`src/rtl/pipe_fixedpointacc.sv`:
```
// rtl/pipe_fixedpointacc.sv - frame accumulator for signed fixed-point products
// Sums a sample stream per frame with saturation, then rounds/range-checks into WOI.WOF.
module pipe_fixedpointacc #(
  parameter int WII    = 16,
  parameter int WIF    = 16,
  parameter int WG     = 4,
  parameter int WOI    = 8,
  parameter int WOF    = 8,
  parameter int ROOF   = 1,
  parameter int ROUND  = 1,
  parameter int MAXLEN = 256
) (
  input  logic                         clk,
  input  logic                         rst,
  input  logic                         clear,
  input  logic                         in_valid,
  input  logic                         in_last,
  input  logic [WII+WIF-1:0]           in,
  output logic                         out_valid,
  output logic [WOI+WOF-1:0]           out,
  output logic [$clog2(MAXLEN+1)-1:0]  count,
  output logic                         upflow,
  output logic                         downflow,
  output logic                         overrun,
  output logic                         busy
);

  localparam int WIN  = WII + WIF;
  localparam int WA   = WII + WG;
  localparam int WACC = WA + WIF;
  localparam int WO   = WOI + WOF;
  localparam int WR   = WA + 1 + WOF;
  localparam int CW   = $clog2(MAXLEN + 1);

  localparam logic S_IDLE = 1'b0;
  localparam logic S_ACC  = 1'b1;

  logic            r_state;
  logic [WACC-1:0] r_acc;
  logic [CW-1:0]   r_cnt;
  logic            r_pos_sat;
  logic            r_neg_sat;
  logic            r_out_valid;
  logic [WO-1:0]   r_out;
  logic [CW-1:0]   r_count;
  logic            r_upflow;
  logic            r_downflow;
  logic            r_overrun;

  logic [WACC:0]   w_base;
  logic [WACC:0]   w_in_ext;
  logic [WACC:0]   w_sum;
  logic            w_pos_sat;
  logic            w_neg_sat;
  logic [WACC-1:0] w_acc_nxt;
  logic            w_pos_flag;
  logic            w_neg_flag;
  logic [CW-1:0]   w_cnt_nxt;
  logic            w_close;
  logic [WR-1:0]   w_scaled;
  logic            w_opos;
  logic            w_oneg;
  logic [WO-1:0]   w_out_conv;

  // In IDLE the base is zero so the first sample simply loads the accumulator.
  assign w_base     = (r_state == S_ACC) ? {r_acc[WACC-1], r_acc} : '0;
  assign w_in_ext   = {{(WACC + 1 - WIN){in[WIN-1]}}, in};
  assign w_sum      = w_base + w_in_ext;
  assign w_pos_sat  = ~w_sum[WACC] & w_sum[WACC-1];
  assign w_neg_sat  = w_sum[WACC] & ~w_sum[WACC-1];
  assign w_acc_nxt  = w_pos_sat ? {1'b0, {(WACC-1){1'b1}}} :
                      w_neg_sat ? {1'b1, {(WACC-1){1'b0}}} : w_sum[WACC-1:0];
  assign w_pos_flag = ((r_state == S_ACC) & r_pos_sat) | w_pos_sat;
  assign w_neg_flag = ((r_state == S_ACC) & r_neg_sat) | w_neg_sat;
  assign w_cnt_nxt  = ((r_state == S_ACC) ? r_cnt : '0) + CW'(1);
  assign w_close    = in_valid & (in_last | (w_cnt_nxt == CW'(MAXLEN)));

  if (WOF < WIF) begin : g_shr
    localparam int SH = WIF - WOF;
    logic [WACC:0] w_half;
    logic [WACC:0] w_rnd;
    logic          w_unused_lsb;
    // One extra bit keeps the rounding carry; the range check below catches it.
    assign w_half       = (ROUND != 0) ? ({{WACC{1'b0}}, 1'b1} << (SH - 1)) : '0;
    assign w_rnd        = {w_acc_nxt[WACC-1], w_acc_nxt} + w_half;
    assign w_scaled     = w_rnd[WACC:SH];
    assign w_unused_lsb = ^w_rnd[SH-1:0];
  end else if (WOF == WIF) begin : g_same
    assign w_scaled = {w_acc_nxt[WACC-1], w_acc_nxt};
  end else begin : g_shl
    assign w_scaled = {w_acc_nxt[WACC-1], w_acc_nxt, {(WOF - WIF){1'b0}}};
  end

  if (WR > WO) begin : g_rng
    assign w_opos = ~w_scaled[WR-1] & (|w_scaled[WR-2:WO-1]);
    assign w_oneg = w_scaled[WR-1] & ~(&w_scaled[WR-2:WO-1]);
    if (ROOF != 0) begin : g_sat
      assign w_out_conv = w_opos ? {1'b0, {(WO-1){1'b1}}} :
                          w_oneg ? {1'b1, {(WO-1){1'b0}}} : w_scaled[WO-1:0];
    end else begin : g_wrap
      assign w_out_conv = w_scaled[WO-1:0];
    end
  end else if (WR == WO) begin : g_fit
    assign w_opos     = 1'b0;
    assign w_oneg     = 1'b0;
    assign w_out_conv = w_scaled;
  end else begin : g_ext
    assign w_opos     = 1'b0;
    assign w_oneg     = 1'b0;
    assign w_out_conv = {{(WO - WR){w_scaled[WR-1]}}, w_scaled};
  end

  always_ff @(posedge clk) begin
    if (rst) begin
      r_state     <= S_IDLE;
      r_acc       <= '0;
      r_cnt       <= '0;
      r_pos_sat   <= 1'b0;
      r_neg_sat   <= 1'b0;
      r_out_valid <= 1'b0;
      r_out       <= '0;
      r_count     <= '0;
      r_upflow    <= 1'b0;
      r_downflow  <= 1'b0;
      r_overrun   <= 1'b0;
    end else begin
      r_out_valid <= 1'b0;
      if (clear) begin
        r_state   <= S_IDLE;
        r_acc     <= '0;
        r_cnt     <= '0;
        r_pos_sat <= 1'b0;
        r_neg_sat <= 1'b0;
      end else if (in_valid) begin
        if (w_close) begin
          r_state     <= S_IDLE;
          r_acc       <= '0;
          r_cnt       <= '0;
          r_pos_sat   <= 1'b0;
          r_neg_sat   <= 1'b0;
          r_out_valid <= 1'b1;
          r_out       <= w_out_conv;
          r_count     <= w_cnt_nxt;
          r_upflow    <= w_pos_flag | w_opos;
          r_downflow  <= w_neg_flag | w_oneg;
          r_overrun   <= ~in_last;
        end else begin
          r_state   <= S_ACC;
          r_acc     <= w_acc_nxt;
          r_cnt     <= w_cnt_nxt;
          r_pos_sat <= w_pos_flag;
          r_neg_sat <= w_neg_flag;
        end
      end
    end
  end

  assign out_valid = r_out_valid;
  assign out       = r_out;
  assign count     = r_count;
  assign upflow    = r_upflow;
  assign downflow  = r_downflow;
  assign overrun   = r_overrun;
  assign busy      = (r_state == S_ACC);

endmodule

```
`config.mk`:
```
export PLATFORM = sky130hd
export DESIGN_NAME = pipe_fixedpointacc
export DESIGN_NICKNAME = d
export VERILOG_FILES = /design/src/rtl/pipe_fixedpointacc.sv
export SDC_FILE = /design/constraint.sdc
export NUM_CORES = 1
export LEC_CHECK = 0
export BUFFER_PORTS_ARGS = -buffer_cell sky130_fd_sc_hd__buf_4
export CAP_MARGIN = 20
export CORE_ASPECT_RATIO = 1.1
export CORE_MARGIN = 2
export CORE_UTILIZATION = 57
export CTS_CLUSTER_SIZE = 30
export DETAILED_ROUTE_END_ITERATION = 6
export GPL_ROUTABILITY_DRIVEN = 0
export PLACE_DENSITY = 0.77
export SYNTH_ARGS = -nofsm -noshare
export SYNTH_HDL_FRONTEND = slang
export SYNTH_SLANG_ARGS = --single-unit
```
`constraint.sdc`:
```
create_clock -name clk -period 7.8 [get_ports clk]
set_input_delay 0.39 -clock clk [delete_from_list [all_inputs] [get_ports clk]]
set_output_delay 0.39 -clock clk [all_outputs]
set_load 0.01 [all_outputs]
```
==> reports/metrics.cfg, run 1 <==
[final_layout]
finalInstanceArea_sq_um = 8140
syn2layout_area_growth_pct = 11.6
num-nets-final = 1101
antenna_cells = 0
drive_gt1_share_pct = 11.5
layout_commonest_cell = nand2_1
final_cell_mix = nand2_1, nor2_1, buf_4

[clock_network]
cts_tree = done
ctsHoldBuffers = 0
clock_path_buffers = 2
worstSkewPairLatency_ns = 0.34
root_buffer = clkbuf_16
clkSinkCount = 77
h-tree-depth = 3
post_cts_buffers = 0
cts_buffers = 9
clkSlewWorstSetupHoldPaths_ns = 0.06
cts_resized = 0

[route]
routedWlPerCell_um = 18.3
drt_pass1_iterations = 5
vias = 7791
via_per_inst = 6.57
detail-route-antenna-nets = 0
drt-total-wl_mm = 21.7
drt-initial-drc-count = 822
drcViolationCount = 0

[timing]
fin_tns_setup_ns = 0
rsz0062_at_grt = false
clock_skew_ns = 0.00780
maxSlewViolCount = 0
fin_crit_ns = 6.29
setup_viol = 0
slew_headroom_pct = 31.6
hold_slack_ns = 0.250
hold_viol_final = 0
tightestPinTransition_ns = 1.00
period_share_pct = 80.7
fmax_mhz = 159

[pwr]
p_comb_share_pct = 21.6
intPower_mw = 0.747
p_sw_mw = 0.331
clockPowerShare_pct = 40.0
power_density_nw_per_um2 = 132
peakVddDrop_v = 0.000143
seq_power_share_pct = 38.4
p_leak_nw = 3.16
switching_share_pct = 30.7

[global_routing]
antenna_found_initial = 1
overflow = 0
grt_max_degree = 51
grtUsageTotal_pct = 31.4
grt_pass1_wl_mm = 35.3
grt_pass1_vias = 6917

[synthesis]
syn_inst = 998
ys_types = 76
async_flop_share_pct = 0
synthesis.area_sq_um = 7290
synth_nets = 1075
ys_seq_elements = 77
synth.largest_area_cell = dfxtp_1
ys_seq_area_share_pct = 21.1
ys.flop_type = dfxtp_1
syn_area_per_cell_sq_um = 7.31
synthTopCellsByArea = dfxtp_1, ha_1, a21oi_1
synth_top_area_share_pct = 21.1
synth_edf_count = 0
yosysWarnings = 0

[flow_run]
maxCapViolations = 0

[worst_hold_path]
hold_class = input pin to flop
hold_start = in_last
worstHoldPathCells = 2

[worst_setup_path]
reg2reg_from = busy
crit_fanout = 14
crit_start = busy
worstPathRequired_ns = 7.99
reg2reg_depth = 20
crit_arrival_ns = 6.48
critPathLaunchType = flop
critPathCaptureType = flop
path_class = flop to flop

[die]
ios = 67
core_sq_um = 12500
dieHeight_um = 123
start_util_pct = 58.2
fp.dieW_um = 112
rows = 43
dieArea_sq_um = 13700

[placement]
hpwl_mm = 16.3
io_buffers = 66
placed_area_sq_um = 7840

[run_status]
status = completed

worst max-delay path: stages, from the launching register on:
cell,delay [ns]
dfxtp_1,0.47
and2_1,0.18
ha_1,0.16
inv_1,0.05
fa_1,0.39
nor2b_1,0.29
o2111ai_1,0.31
a211o_1,0.44
a31oi_1,0.36
o211ai_1,0.18
a21oi_2,0.35
nand2_1,0.38
a21oi_1,0.37
ha_1,0.19
buf_4,0.18
o21ai_1,0.21
a211oi_2,0.32
nand4_1,0.15
a211o_1,0.36
nor4b_4,0.59
o32ai_1,0.18
state kept, by name, summed over array words and instances (netlist names):
name and flops:
upflow 1, out 16, r_cnt 9, out_valid 1
r_neg_sat 1, busy 1, downflow 1, count 9
r_pos_sat 1, r_acc 36, overrun 1
per-layer routing:
metal  global-route usage [%]  share of wire [%]  up-vias
met2                     50.1                 44      358
met1                     44.2                 45     3607
met4                     9.80                2.5        0
li1                         -                  -     3778
met3                     4.25                8.3       48
met5                        0                  0        -
metrics by stage:
step | total power [mW] | setup WS (ns) | utilization, % | std cells
after global placement | 0.647 | 1.88 | 62.4 | 1169
after detailed placement | 0.650 | 1.65 | 62.5 | 1170
final | 1.08 | 1.51 | 64.9 | 1186
after CTS | 1.07 | 1.62 | 64.9 | 1186
after global routing | 1.11 | 0.996 | 64.9 | 1186
after floorplan | 0.576 | 2.16 | - | 998
cell families (layout without fill, tap and decap cells):
group,Yosys count,after routing,synth area share [%]
simple gates,417,417,29.6
flops,77,77,21.1
compound gates,317,317,29.6
fa+ha+maj,58,58,9.44
buf+inv,86,117,4.84
mux,4,4,0.549
xor+xnor,39,39,4.79
cell type report:
type,count,area (sq um)
Clock buffer,10,229
Clock inverter,6,70.1
Fill cell,1171,4400
Inverter,22,82.6
Multi-Input combinational cell,835,5420
Sequential cell,77,1540
Tap cell,157,196
Timing Repair Buffer,79,597
final timing paths:
path	slack [ns]	to
min	0.25	overrun
max reg2reg	1.51	out[7]
max	1.51	out[7]
min reg2reg	0.45	count[1]
cells in the mapped netlist (7+ instances only):
master and n:
maj3_1 18, o21ai_1 11, xor2_1 11, nand2_1 98, buf_2 12, ha_1 39, nor2_1 97, nor4_1 11
a31oi_1 9, nand4_1 15, a21o_1 15, nor3_1 26, or2_2 7, o32ai_1 12, o21bai_1 21, a211oi_1 14
a21oi_1 76, o211ai_1 13, and4_1 11, dfxtp_1 77, and2_1 51, nand3_1 38, xnor2_1 27, clkbuf_1 44
o21ai_0 43, or3_1 15, inv_1 21, and3_1 10, a211o_1 8, a22oi_1 33, o21a_1 7
power by group through the flow:
stage / combinational (mW) / sequential, mW / clock [mW]
2_1_floorplan: 0.152 / 0.424 / 0
3_3_place_gp: 0.225 / 0.422 / 0
3_5_place_dp: 0.227 / 0.422 / 0
4_1_cts: 0.229 / 0.414 / 0.429
5_1_grt: 0.253 / 0.415 / 0.447
6_report: 0.233 / 0.414 / 0.431
Note: power is estimated with default switching activity, not from simulation.
==> inputs of run 2 (changes only) <==
--- a/config.mk
+++ b/config.mk
@@ -9,11 +9,11 @@
 export CAP_MARGIN = 20
 export CORE_ASPECT_RATIO = 1.1
 export CORE_MARGIN = 2
-export CORE_UTILIZATION = 57
+export CORE_UTILIZATION = 55
 export CTS_CLUSTER_SIZE = 30
 export DETAILED_ROUTE_END_ITERATION = 6
 export GPL_ROUTABILITY_DRIVEN = 0
-export PLACE_DENSITY = 0.77
+export PLACE_DENSITY = 0.78
 export SYNTH_ARGS = -nofsm -noshare
 export SYNTH_HDL_FRONTEND = slang
 export SYNTH_SLANG_ARGS = --single-unit
==> constraint.sdc (replaced) <==
create_clock -name clk -period 5.6 [get_ports clk]
set_input_delay 0.28 -clock clk [delete_from_list [all_inputs] [get_ports clk]]
set_output_delay 0.28 -clock clk [all_outputs]
set_load 0.01 [all_outputs]
==> run 2 against run 1 <==
  * Flip-flop and latch count did not move
  * Clock power rose by 35%
  * Maximum frequency rose by 20%
  * Utilization fell by 0.69 points
  * Highest routed layer unchanged
==> reports/metrics.cfg, run 2 (synthesis gave the netlist of run 1 again) <==
[route]
wl_met1_mm = 9.73  ; -0.98%
vias = 7825  ; +0.44%
via_per_inst = 6.45  ; -1.9%
drt-total-wl_mm = 22.0  ; +1.3%
detail-route-antenna-nets = 0  ; unchanged
met3WireLength_mm = 1.96  ; +7.9%
met2_length_mm = 9.95  ; +4.3%
routedWlPerCell_um = 18.1  ; -1.0%
drt_pass1_iterations = 5  ; unchanged
drt-initial-drc-count = 856  ; +4.1%
routed.top_layer = met4
drcViolationCount = 0  ; unchanged

[final_layout]
antenna_cells = 0  ; unchanged
syn2layout_area_growth_pct = 14.9
top_register = r_acc
num-nets-final = 1125  ; +2.2%
drive_gt1_share_pct = 14.6  ; +3.2 points
layout_commonest_cell = buf_4
final_cell_mix = buf_4, nand2_1, nor2_1
largest_reg_flops = 36  ; unchanged

[run_status]
status = completed

[placement]
hpwl_mm = 16.5  ; +1.2%
io_buffers = 66  ; unchanged

[pwr]
switching_share_pct = 32.6  ; +1.8 points
power_density_nw_per_um2 = 179  ; +35%
peakVddDrop_v = 0.000136  ; -4.5%
seq_power_share_pct = 38.4  ; about the same
finalPower_mw = 1.50  ; +39%
intPower_mw = 1.01  ; +35%
p_leak_nw = 3.29  ; +4.1%
clockPowerShare_pct = 38.8  ; -1.2 points
p_sw_mw = 0.488  ; +48%
p_comb_share_pct = 22.8  ; +1.2 points

[worst_setup_path]
worstPathRequired_ns = 5.80  ; -2.19 ns
critPathLaunchType = flop
path_class = flop to flop
crit_fanout = 29  ; +15
crit_arrival_ns = 5.46  ; -1.02 ns
critPathCaptureType = flop

[clock_network]
h-tree-depth = 3  ; unchanged
ctsHoldBuffers = 0  ; unchanged
cts_buffers = 9  ; unchanged
clkSlewWorstSetupHoldPaths_ns = 0.07  ; about the same
cts_tree = done
worstSkewPairLatency_ns = 0.35  ; about the same
clkSinkCount = 77  ; unchanged
root_buffer = clkbuf_16
clock_path_buffers = 2  ; unchanged

[global_routing]
grtUsageTotal_pct = 31.0  ; -0.39 points
grt_max_degree = 49  ; -3.9%
grt_pass1_vias = 7049  ; +1.9%
grt_pass1_wl_mm = 36.1  ; +2.4%
antenna_found_initial = 0  ; -1
overflow = 0  ; unchanged

[timing]
rsz0062_at_grt = false
hold_viol_final = 0  ; unchanged
hold_slack_ns = 0.126  ; -0.124 ns
fin_tns_setup_ns = 0  ; unchanged
period_share_pct = 93.9  ; +13 points
maxSlewViolCount = 0  ; unchanged
fmax_mhz = 190  ; +20%
slew_headroom_pct = 29.9  ; -1.7 points
clock_skew_ns = 0.0132  ; +0.00544 ns
tightestPinTransition_ns = 1.05  ; +0.0512 ns
fin_crit_ns = 5.26  ; -1.03 ns
setup_viol = 0  ; unchanged

[worst_hold_path]
hold_class = input pin to flop

[die]
ios = 67  ; unchanged
start_util_pct = 55.9  ; -2.3 points
core_sq_um = 13000  ; +4.1%
dieArea_sq_um = 14200  ; +3.5%
rows = 44  ; +2.3%
fp.dieW_um = 114  ; +1.7%
dieHeight_um = 125  ; +1.7%

[flow_run]
maxCapViolations = 0  ; unchanged

## run 2: metrics by stage
stage	std cells	instance area, sq um	util, %	setup WS, ns
4_1_cts	1213	8300	63.6	0.0963
3_3_place_gp	1197	8010	61.4	0.262
6_report	1214	8380	64.2	0.340
5_1_grt	1214	8380	64.2	0.0424
2_1_floorplan	998	7300	-	0.0637
3_5_place_dp	1197	8010	61.4	0.136
## run 2: layer usage
layer	global-route usage, %	up-vias
met2	47.7	363
met1	43.7	3616
li1	-	3806
met3	6.37	40
met4	8.90	0
met5	0	-
## run 2: what timing repair did
action                                  4_1_cts  5_1_grt
resized for setup                             0       15
buffers inserted                              0        1
endpoints found under the setup margin        0       17
## run 2: power groups by stage
stage          combinational (mW)  sequential [mW]  clock (mW)
2_1_floorplan               0.212            0.590           0
3_3_place_gp                0.326            0.587           0
3_5_place_dp                0.329            0.588           0
4_1_cts                     0.331            0.575       0.586
5_1_grt                     0.371            0.577       0.613
6_report                    0.342            0.576       0.582
## run 2: layout make-up
class,instances,area (sq um)
timing repair buffer,103,777
clock inverter,7,66.3
fill,1227,4670
clock buffer,9,225
tap,161,201
inverter,22,82.6
sequential,77,1540
multi-input combinational,835,5490
## run 2: final timing paths
path              startpoint  endpoint  slack, ns  depth (start not counted)
setup / recovery        busy    out[1]       0.34                         20
hold / removal       in_last   overrun       0.13                          2
setup reg to reg        busy    out[1]       0.34                         20
hold reg to reg     count[3]  count[3]       0.45                          2
## run 2: critical path, cell delays in order, from the launching register on
cell	delay, ns
dfxtp_1	0.33
buf_6	0.18
and2_1	0.16
ha_2	0.47
nand4_4	0.15
or3_1	0.42
a211o_1	0.36
a31oi_1	0.28
o211ai_1	0.16
a21oi_2	0.23
nor2_1	0.10
o31ai_1	0.25
buf_4	0.16
ha_1	0.27
o21ai_1	0.20
a211oi_2	0.30
nand4_1	0.15
a211o_1	0.35
nor4b_4	0.25
buf_4	0.22
o32ai_1	0.10
